$ cat src/rtl/uart_to_bram_pkg.sv
// Shared constants and state encodings for the UART-to-BRAM loader.
// The bit-period derivation lives here so the RX path and the loader agree on it.
package uart_to_bram_pkg;

  localparam int unsigned DEFAULT_CLK_FREQ    = 100_000_000;
  localparam int unsigned DEFAULT_BAUD_RATE   = 115_200;
  localparam int unsigned DEFAULT_TOTAL_BYTES = 124;

  function automatic int unsigned clks_per_bit(input int unsigned clk_freq,
                                               input int unsigned baud_rate);
    return clk_freq / baud_rate;
  endfunction

  typedef enum logic [2:0] {
    S_IDLE      = 3'd0,
    S_WAIT_BYTE = 3'd1,
    S_WRITE     = 3'd2,
    S_DONE      = 3'd3
  } top_state_t;

  typedef enum logic [1:0] {
    R_IDLE  = 2'd0,
    R_START = 2'd1,
    R_DATA  = 2'd2,
    R_STOP  = 2'd3
  } rx_state_t;

endpackage

$ cat src/rtl/uart_to_bram_rx.sv
// 8N1 UART receiver: two-flop synchroniser, mid-bit sampling, LSB-first shift.
// Emits a one-cycle rx_valid for a good stop bit, or rx_err for a bad one.
module uart_to_bram_rx
  import uart_to_bram_pkg::*;
#(
  parameter int unsigned CLK_FREQ  = DEFAULT_CLK_FREQ,
  parameter int unsigned BAUD_RATE = DEFAULT_BAUD_RATE
) (
  input  logic       clk,
  input  logic       reset_n,
  input  logic       rx_serial,
  output logic       rx_valid,
  output logic [7:0] rx_data,
  output logic       rx_err
);

  localparam int unsigned CLKS_PER_BIT = clks_per_bit(CLK_FREQ, BAUD_RATE);
  localparam logic [31:0] LP_BIT_LAST  = 32'(CLKS_PER_BIT - 1);
  localparam logic [31:0] LP_HALF_LAST = 32'(CLKS_PER_BIT / 2 - 1);

  logic        r_sync1;
  logic        r_sync2;
  rx_state_t   r_state;
  logic [31:0] r_cnt;
  logic [2:0]  r_bit_idx;
  logic [7:0]  r_shift;
  logic        r_valid;
  logic        r_err;

  rx_state_t   w_state_next;
  logic [31:0] w_cnt_next;
  logic [2:0]  w_bit_idx_next;
  logic [7:0]  w_shift_next;
  logic        w_valid_next;
  logic        w_err_next;

  // Sync flops reset to the idle level so a reset never looks like a start bit.
  always_ff @(posedge clk or negedge reset_n) begin
    if (!reset_n) begin
      r_sync1 <= 1'b1;
      r_sync2 <= 1'b1;
    end else begin
      r_sync1 <= rx_serial;
      r_sync2 <= r_sync1;
    end
  end

  always_ff @(posedge clk or negedge reset_n) begin
    if (!reset_n) begin
      r_state   <= R_IDLE;
      r_cnt     <= '0;
      r_bit_idx <= '0;
      r_shift   <= '0;
      r_valid   <= 1'b0;
      r_err     <= 1'b0;
    end else begin
      r_state   <= w_state_next;
      r_cnt     <= w_cnt_next;
      r_bit_idx <= w_bit_idx_next;
      r_shift   <= w_shift_next;
      r_valid   <= w_valid_next;
      r_err     <= w_err_next;
    end
  end

  always_comb begin
    w_state_next   = r_state;
    w_cnt_next     = r_cnt + 32'd1;
    w_bit_idx_next = r_bit_idx;
    w_shift_next   = r_shift;
    w_valid_next   = 1'b0;
    w_err_next     = 1'b0;

    case (r_state)
      R_IDLE: begin
        w_cnt_next = '0;
        if (!r_sync2) begin
          w_state_next = R_START;
        end
      end
      R_START: begin
        if (r_cnt == LP_HALF_LAST) begin
          w_cnt_next     = '0;
          w_bit_idx_next = '0;
          // A line that is high again at mid start bit was only a glitch.
          w_state_next   = r_sync2 ? R_IDLE : R_DATA;
        end
      end
      R_DATA: begin
        if (r_cnt == LP_BIT_LAST) begin
          w_cnt_next   = '0;
          w_shift_next = {r_sync2, r_shift[7:1]};
          if (r_bit_idx == 3'd7) begin
            w_state_next = R_STOP;
          end else begin
            w_bit_idx_next = r_bit_idx + 3'd1;
          end
        end
      end
      R_STOP: begin
        if (r_cnt == LP_BIT_LAST) begin
          w_cnt_next   = '0;
          w_valid_next = r_sync2;
          w_err_next   = ~r_sync2;
          w_state_next = R_IDLE;
        end
      end
      default: begin
        w_state_next = R_IDLE;
        w_cnt_next   = '0;
      end
    endcase
  end

  assign rx_valid = r_valid;
  assign rx_err   = r_err;
  assign rx_data  = r_shift;

endmodule

$ cat src/rtl/uart_to_bram.sv
// Loads TOTAL_BYTES received UART bytes into a byte-wide BRAM port from address 0.
// Loading only runs once armed by load_start; load_done and frame_err are sticky.
module uart_to_bram
  import uart_to_bram_pkg::*;
#(
  parameter int unsigned CLK_FREQ    = DEFAULT_CLK_FREQ,
  parameter int unsigned BAUD_RATE   = DEFAULT_BAUD_RATE,
  parameter int unsigned TOTAL_BYTES = DEFAULT_TOTAL_BYTES
) (
  input  logic               clk,
  input  logic               reset_n,
  input  logic               rx_serial,
  input  logic               load_start,
  output logic               ena,
  output logic               wea,
  output logic [31:0]        addr,
  output logic signed [7:0]  din,
  output logic               load_done,
  output logic               frame_err
);

  localparam logic [31:0] LP_LAST_ADDR = 32'(TOTAL_BYTES - 1);

  logic        w_rx_valid;
  logic [7:0]  w_rx_data;
  logic        w_rx_err;

  top_state_t  r_state;
  logic        r_armed;
  logic [31:0] r_addr_ctr;
  logic        r_ena;
  logic        r_wea;
  logic [31:0] r_addr;
  logic [7:0]  r_din;
  logic        r_load_done;
  logic        r_frame_err;

  top_state_t  w_state_next;
  logic        w_armed_next;
  logic [31:0] w_addr_ctr_next;
  logic        w_ena_next;
  logic        w_wea_next;
  logic [31:0] w_addr_next;
  logic [7:0]  w_din_next;
  logic        w_load_done_next;
  logic        w_frame_err_next;

  uart_to_bram_rx #(
    .CLK_FREQ  (CLK_FREQ),
    .BAUD_RATE (BAUD_RATE)
  ) u_rx (
    .clk       (clk),
    .reset_n   (reset_n),
    .rx_serial (rx_serial),
    .rx_valid  (w_rx_valid),
    .rx_data   (w_rx_data),
    .rx_err    (w_rx_err)
  );

  always_ff @(posedge clk or negedge reset_n) begin
    if (!reset_n) begin
      r_state     <= S_IDLE;
      r_armed     <= 1'b0;
      r_addr_ctr  <= '0;
      r_ena       <= 1'b0;
      r_wea       <= 1'b0;
      r_addr      <= '0;
      r_din       <= '0;
      r_load_done <= 1'b0;
      r_frame_err <= 1'b0;
    end else begin
      r_state     <= w_state_next;
      r_armed     <= w_armed_next;
      r_addr_ctr  <= w_addr_ctr_next;
      r_ena       <= w_ena_next;
      r_wea       <= w_wea_next;
      r_addr      <= w_addr_next;
      r_din       <= w_din_next;
      r_load_done <= w_load_done_next;
      r_frame_err <= w_frame_err_next;
    end
  end

  always_comb begin
    w_state_next     = r_state;
    w_armed_next     = r_armed | (load_start && (r_state == S_IDLE));
    w_addr_ctr_next  = r_addr_ctr;
    w_ena_next       = 1'b0;
    w_wea_next       = 1'b0;
    w_addr_next      = r_addr;
    w_din_next       = r_din;
    w_load_done_next = r_load_done;
    w_frame_err_next = r_frame_err;

    case (r_state)
      S_IDLE: begin
        if (r_armed) begin
          w_state_next = S_WAIT_BYTE;
        end
      end
      S_WAIT_BYTE: begin
        if (w_rx_valid) begin
          w_din_next   = w_rx_data;
          w_addr_next  = r_addr_ctr;
          w_ena_next   = 1'b1;
          w_wea_next   = 1'b1;
          w_state_next = S_WRITE;
        end else if (w_rx_err) begin
          w_frame_err_next = 1'b1;
        end
      end
      S_WRITE: begin
        // The counter stops at the last address rather than wrapping.
        if (r_addr_ctr == LP_LAST_ADDR) begin
          w_load_done_next = 1'b1;
          w_state_next     = S_DONE;
        end else begin
          w_addr_ctr_next = r_addr_ctr + 32'd1;
          w_state_next    = S_WAIT_BYTE;
        end
      end
      S_DONE: begin
        w_state_next = S_DONE;
      end
      default: begin
        w_state_next = S_IDLE;
      end
    endcase
  end

  assign ena       = r_ena;
  assign wea       = r_wea;
  assign addr      = r_addr;
  assign din       = $signed(r_din);
  assign load_done = r_load_done;
  assign frame_err = r_frame_err;

endmodule

$ cat config.mk
export PLATFORM = sky130hd
export DESIGN_NAME = uart_to_bram
export DESIGN_NICKNAME = d
export VERILOG_FILES = /design/src/rtl/uart_to_bram_pkg.sv /design/src/rtl/uart_to_bram_rx.sv /design/src/rtl/uart_to_bram.sv
export SDC_FILE = /design/constraint.sdc
export NUM_CORES = 1
export LEC_CHECK = 0
export ABC_AREA = 1
export BUFFER_PORTS_ARGS = -buffer_cell sky130_fd_sc_hd__buf_2
export CAP_MARGIN = 20
export CORE_MARGIN = 2
export CORE_UTILIZATION = 40
export CTS_BUF_LIST = sky130_fd_sc_hd__clkbuf_4 sky130_fd_sc_hd__clkbuf_8
export DETAILED_ROUTE_END_ITERATION = 12
export GPL_TIMING_DRIVEN = 0
export PLACE_DENSITY_LB_ADDON = 0.25
export REMOVE_ABC_BUFFERS = 1
export SYNTH_ARGS = -nofsm -noshare
export SYNTH_HDL_FRONTEND = slang
export SYNTH_SLANG_ARGS = --single-unit
$ cat constraint.sdc
create_clock -name clk -period 3.6 [get_ports clk]
set_input_delay 0.72 -clock clk [delete_from_list [all_inputs] [get_ports clk]]
set_output_delay 0.72 -clock clk [all_outputs]
set_load 0.01 [all_outputs]
After elaboration in Yosys (flattened, before gate mapping) --
Index checks and enable logic that the tools add are counted.
Word-level totals: flip-flop bits (word level) 128, input bits 4, output and inout bits 44, word-level logic and storage cells 78
Cells by class: add/sub/neg operators 3, eq/ne operators 18, multiplexer cells 24, bitwise operators 4, reductions and logical operators 13
Operator list (count):
- 32-bit one-hot mux with 3 select lines | 1
- 32-bit by 1-bit adder with 32-bit output (second input constant) | 2
- 32-bit 2-to-1 mux | 2
- 32-bit by 10-bit equality test with 1-bit output (second input constant) | 1
- 32-bit by 7-bit equality test with 1-bit output (second input constant) | 1
- 32-bit by 9-bit equality test with 1-bit output (second input constant) | 1
- 3-bit 2-to-1 mux | 5
- 2-bit 2-to-1 mux | 7
- 3-bit one-hot mux with 4 select lines | 1
- 2-bit by 1-bit != test with 1-bit output (second input constant) | 5
- 2-bit AND reduction | 5
- 2-bit one-hot mux with 4 select lines | 1
- 3-bit by 2-bit equality test with 1-bit output (second input constant) | 2
- 1-bit 2-to-1 mux | 6
- 2-bit != test (second input constant) | 3
- 3-bit one-hot mux with 2 select lines | 1
- 5-bit AND reduction | 1
- 2-bit equality test (second input constant) | 2
- 4-bit AND reduction | 1
- 3-bit by 1-bit adder with 3-bit output (second input constant) | 1
- 3-bit by 1-bit equality test with 1-bit output (second input constant) | 1
- 3-bit equality test (second input constant) | 1
- 3-bit zero test | 1
- 1-bit NOT | 3
- 7 further kinds | 7

Longest topological paths before layout --
depth after elaboration 4, gate-level depth with buffers 12, depth with buffers taken out 12

Cells and area by module --
From an unflattened synthesis, not the netlist that was laid out.
Unflattened totals: cells, all modules 935, area total of the unflattened synthesis 6754.0 µm²
Modules (own cells, without submodules):
- uart_to_bram | instances 1, cells each 563, area an instance 3985.1 µm², seq. area each 1951.9 µm²
- uart_to_bram_rx | instances 1, cells each 372, area an instance 2768.9 µm², seq. area each 1228.7 µm²

Worst setup path after synthesis --
Ideal clock, no wire load.
path type reg2reg, from register u_rx.r_cnt[0], to register u_rx.r_cnt[0], library setup time 121 ps, arrival time 1479 ps, data required time 3479 ps, slack 1999 ps, stages on the path, launching flop included 12, path buffers 1, period minus slack after synthesis 1601 ps, path through dfrtp_1 ha_1 inv_1 nor3_1 nand3_1 nor2_2 nand2_1 nand2_1 nand2_2 inv_4 buf_6 nor2_1
Between the ends: word-level cells in the longest chain between the ends 3, elaborated cells between the ends (all ways) 6, those cells by class 1 x add/sub; 2 x eq/ne; 3 x mux
RTL lines:
- start: declaration | RTL line uart_to_bram_rx.sv:24 | logic [31:0] r_cnt;
- start signal: assignment | RTL line uart_to_bram_rx.sv:58 | r_cnt <= w_cnt_next;
- 32-bit by 1-bit adder with 32-bit output, or another cell as far along | RTL line uart_to_bram_rx.sv:68 | w_cnt_next = r_cnt + 32'd1;
- 32-bit 2-to-1 mux, on equally long branches | RTL line uart_to_bram_rx.sv:90, uart_to_bram_rx.sv:101, uart_to_bram_rx.sv:82
- 32-bit one-hot mux with 3 select lines * | RTL line uart_to_bram_rx.sv:74 | case (r_state)
- named net u_rx.w_cnt_next[0] | RTL line uart_to_bram_rx.sv:31 | logic [31:0] w_cnt_next;
The timed path passes the listed nets; every way through them passes the cells marked *. A chain may end at the register's enable or synchronous reset.

Final worst setup path --
from register r_addr_ctr[0], to register r_addr_ctr[30]
Between the ends: word-level cells in the longest chain between the ends 3, elaborated cells between the ends (all ways) 4, those cells by class 1 x add/sub; 1 x eq/ne; 1 x bitwise; 1 x reduce/logical
RTL lines:
- start: declaration | RTL line uart_to_bram.sv:30 | logic [31:0] r_addr_ctr;
- start signal: assignment | RTL line uart_to_bram.sv:74 | r_addr_ctr <= w_addr_ctr_next;
- parallel branches: the longest is 3 deep, another holds 32-bit by 1-bit adder with 32-bit output
Several ways; the timed one is not identified.

==> metrics.yaml <==
worst_setup_path:
  cpMostUsedCell: "nand2_1"
  cp_data_arrival_time_ns: 2.45
  critPathSlowestCell: "dfrtp_1"
  cp_num_cells: 10
  slowest_delay_ns: 0.42
  path_buf_inv: 2
  cp-endpoint: "r_addr_ctr[30]"
  startpoint_type: "flop"
  r2r_slack_ns: 1.53
  cp_top_family: "simple AND/OR/NAND/NOR gates"
  timing.rr.start: "r_addr_ctr[0]"
  startpoint: "r_addr_ctr[0]"
  crit_fanout: 46
  worstPathCellList: "ha_1 > nand2_1 > nor3_1 > nand3_1 > nor2_2 > nor2_4 > buf_12 > inv_2 > nand2_1 > nand2_1"
  critPathCaptureType: "flop"
  required_ns: 3.99
  reg2reg_depth: 10
  r2r-end: "r_addr_ctr[30]"
  critPathKind: "reg2reg"
global_route:
  grt_start_max_net_pins: 91
  grt_first_pass_wirelength_um: 24900
  grt_pass1_vias: 5065
  antenna_found_initial: 0
  grt-ovfl-total: 0
  grtUsageTotal: 0.177
pwr:
  vdd_drop_max_v: 0.000198
  p_per_area_mw_per_mm2: 385
  p_leak_nw: 3.55
timing:
  timing.fmax_mhz: 484
  worst_pin_slew_ns: 0.633
  min_period_ns: 2.07
  fin_worst_skew_ns: 0.0104
  finalSetupViolCount: 0
  post-route-period-util: 0.574
  final_hold_viol_count: 0
  drv_slew: 0
  max_slew_margin: 0.578
  rsz0062_at_grt: "false"
  final.setup.tns_ns: 0
clock_tree:
  cts-root-buf: "clkbuf_8"
  cts_resized: 0
  numCtsBuffers: 17
  clk_latency_ns: 0.45
  cts.sinks: 127
  cts_tree: "built"
  cts.hold.buffers_added: 0
  cts.path.max_buffers: 2
  cts_setup_buffers: 0
  clkSlewWorstSetupHoldPaths_ns: 0.08
  ctsHtreeMaxLevel: 4
final_layout:
  fillers: 1621
  finalNonFillerCells: 1117
  area_growth_pct: 14.2
  nets: 897
  finish.utilization: 0.469
  mostFrequentLayoutCells: "nand2_1 (242), dfrtp_1 (125), nor2_1 (102), inv_1 (94), o21ai_0 (53)"
  antennaDiodeCount: 0
  final_cell_area_mm2: 0.00747
  final_common_cell: "nand2_1"
  drive_above_1_share: 0.137
drt:
  num_vias: 5331
  firstDrtPassIters: 5
  viasPerCell: 4.77
  routed_wl_um: 14400
  postRouteAntennaNets: 0
  drt-initial-drc-count: 319
  avgRoutedWirePerCell_um: 12.9
  drc: 0
logic_synthesis:
  syn_area_per_cell_um2: 7.80
  syn-cell-area_mm2: 0.00655
  synth_top_area_frac: 0.478
  yosysSeqAreaShare: 0.486
  synthCells: 839
  synthMuxAreaShare: 0
  synthXorXnorAreaFrac: 0.0455
  synth_fa_ha_area_frac: 0.00956
  synth.distinct_cells: 36
  ys_warn_count: 0
  yosysTopAreaCell: "dfrtp_1"
  synth_area_leaders: "dfrtp_1 (48%), nand2_1 (14%), nor2_1 (5.8%)"
  synth_compound_area_frac: 0.0722
  synth_top_family_by_area: "simple AND/OR/NAND/NOR gates"
  ys_ff_latch: 127
  synth_simple_gate_area_share: 0.313
hold_path:
  hold_class: "in2async"
floorplanning:
  pin_count: 48
  initial_core_util: 0.411
  row_count: 46
  die_area_mm2: 0.0174
  chipWidth_um: 132
  core-area_mm2: 0.0159
  die_h_um: 132
placed_design:
  gp_congestion: 0.856
  dp_cells: 1084
  hpwl_um: 10300
  dpl_cell_area_mm2: 0.00700
  io_buffers: 47
run:
  drv.max_cap_violation_count: 0
outcome:
  outcome: "finished clean"
[where the power goes]
part / switching, mW / total, mW / internal, mW / leakage, nW
logic: 0.0281 / 0.0332 / 0.00505 / 1.57
clock network: 0.561 / 1.41 / 0.851 / 0.229
registers: 0.000498 / 1.43 / 1.43 / 1.74
[worst min path at each step]
stage,cells after the start,endpoint,slack (ns)
2_1_floorplan,0,u_rx.r_sync2,0.35
6_report,1,addr[8],0.17
4_1_cts,1,r_addr_ctr[8],0.17
3_3_place_gp,0,u_rx.r_sync2,0.35
5_1_grt,1,addr[8],0.18
3_5_place_dp,0,u_rx.r_sync2,0.35
[synthesized netlist by cell type]
cell,n
nand2_1,242
dfrtp_1,125
nor2_1,102
inv_1,94
o21ai_0,53
nor3_1,41
xor2_1,31
o21ai_1,23
nand3_1,18
nand4_1,17
a21oi_1,10
clkbuf_1,8
buf_2,7
nor3_2,7
nand2_2,6
nor2_2,6
nor2_4,6
ha_1,5
nand3_2,5
nor3b_1,5
buf_4,3
inv_2,3
nor4_1,3
xnor2_1,3
a21o_1,2
a31oi_1,2
buf_6,2
dfstp_2,2
clkinv_1,1
inv_4,1
nand2_4,1
nor3b_2,1
o21ai_2,1
o22ai_1,1
or2_1,1
or2_2,1
[state kept, by name, indices dropped and copies added (netlist names), named ones only]
name / count
u_rx.r_bit_idx: 3
u_rx.rx_data: 8
frame_err: 1
u_rx.r_cnt: 32
load_done: 1
r_state: 2
addr: 32
u_rx.rx_err: 1
din: 8
u_rx.r_state: 1
u_rx.r_sync2: 1
wea: 1
u_rx.r_sync1: 1
r_addr_ctr: 32
r_armed: 1
u_rx.rx_valid: 1
[stage by stage]
stage               hold slack [ns]  setup slack [ns]  power (mW)
finish                        0.174              1.53        2.87
global placement              0.351            0.0140        1.49
CTS                           0.170             0.967        2.91
global route                  0.177              1.31        2.98
detailed placement            0.354             0.991        1.49
floorplan                     0.345              1.42        1.46
[cell families after synthesis]
group           count (synthesis)
simple gates                  462
flops                         127
buf+inv                       119
compound gates                 92
xor+xnor                       34
fa+ha+maj                       5
[final cells by class]
type / instances / area (um2) / area share
Sequential cell: 127 / 3180 / 0.426
Inverter: 99 / 374 / 0.0501
Timing Repair Buffer: 50 / 309 / 0.0414
Multi-Input combinational cell: 593 / 2890 / 0.386
Clock inverter: 12 / 190 / 0.0254
Clock buffer: 20 / 263 / 0.0352
Tap cell: 216 / 270 / 0.0362
[per-layer routing]
metal,track usage,vias to the layer above,wire length (um)
met3,0.0404,27,511
met5,0,-,0
met4,0.0688,0,314
met2,0.270,93,6400
li1,-,2764,-
met1,0.246,2447,7130
(Power assumes the default switching activity.)
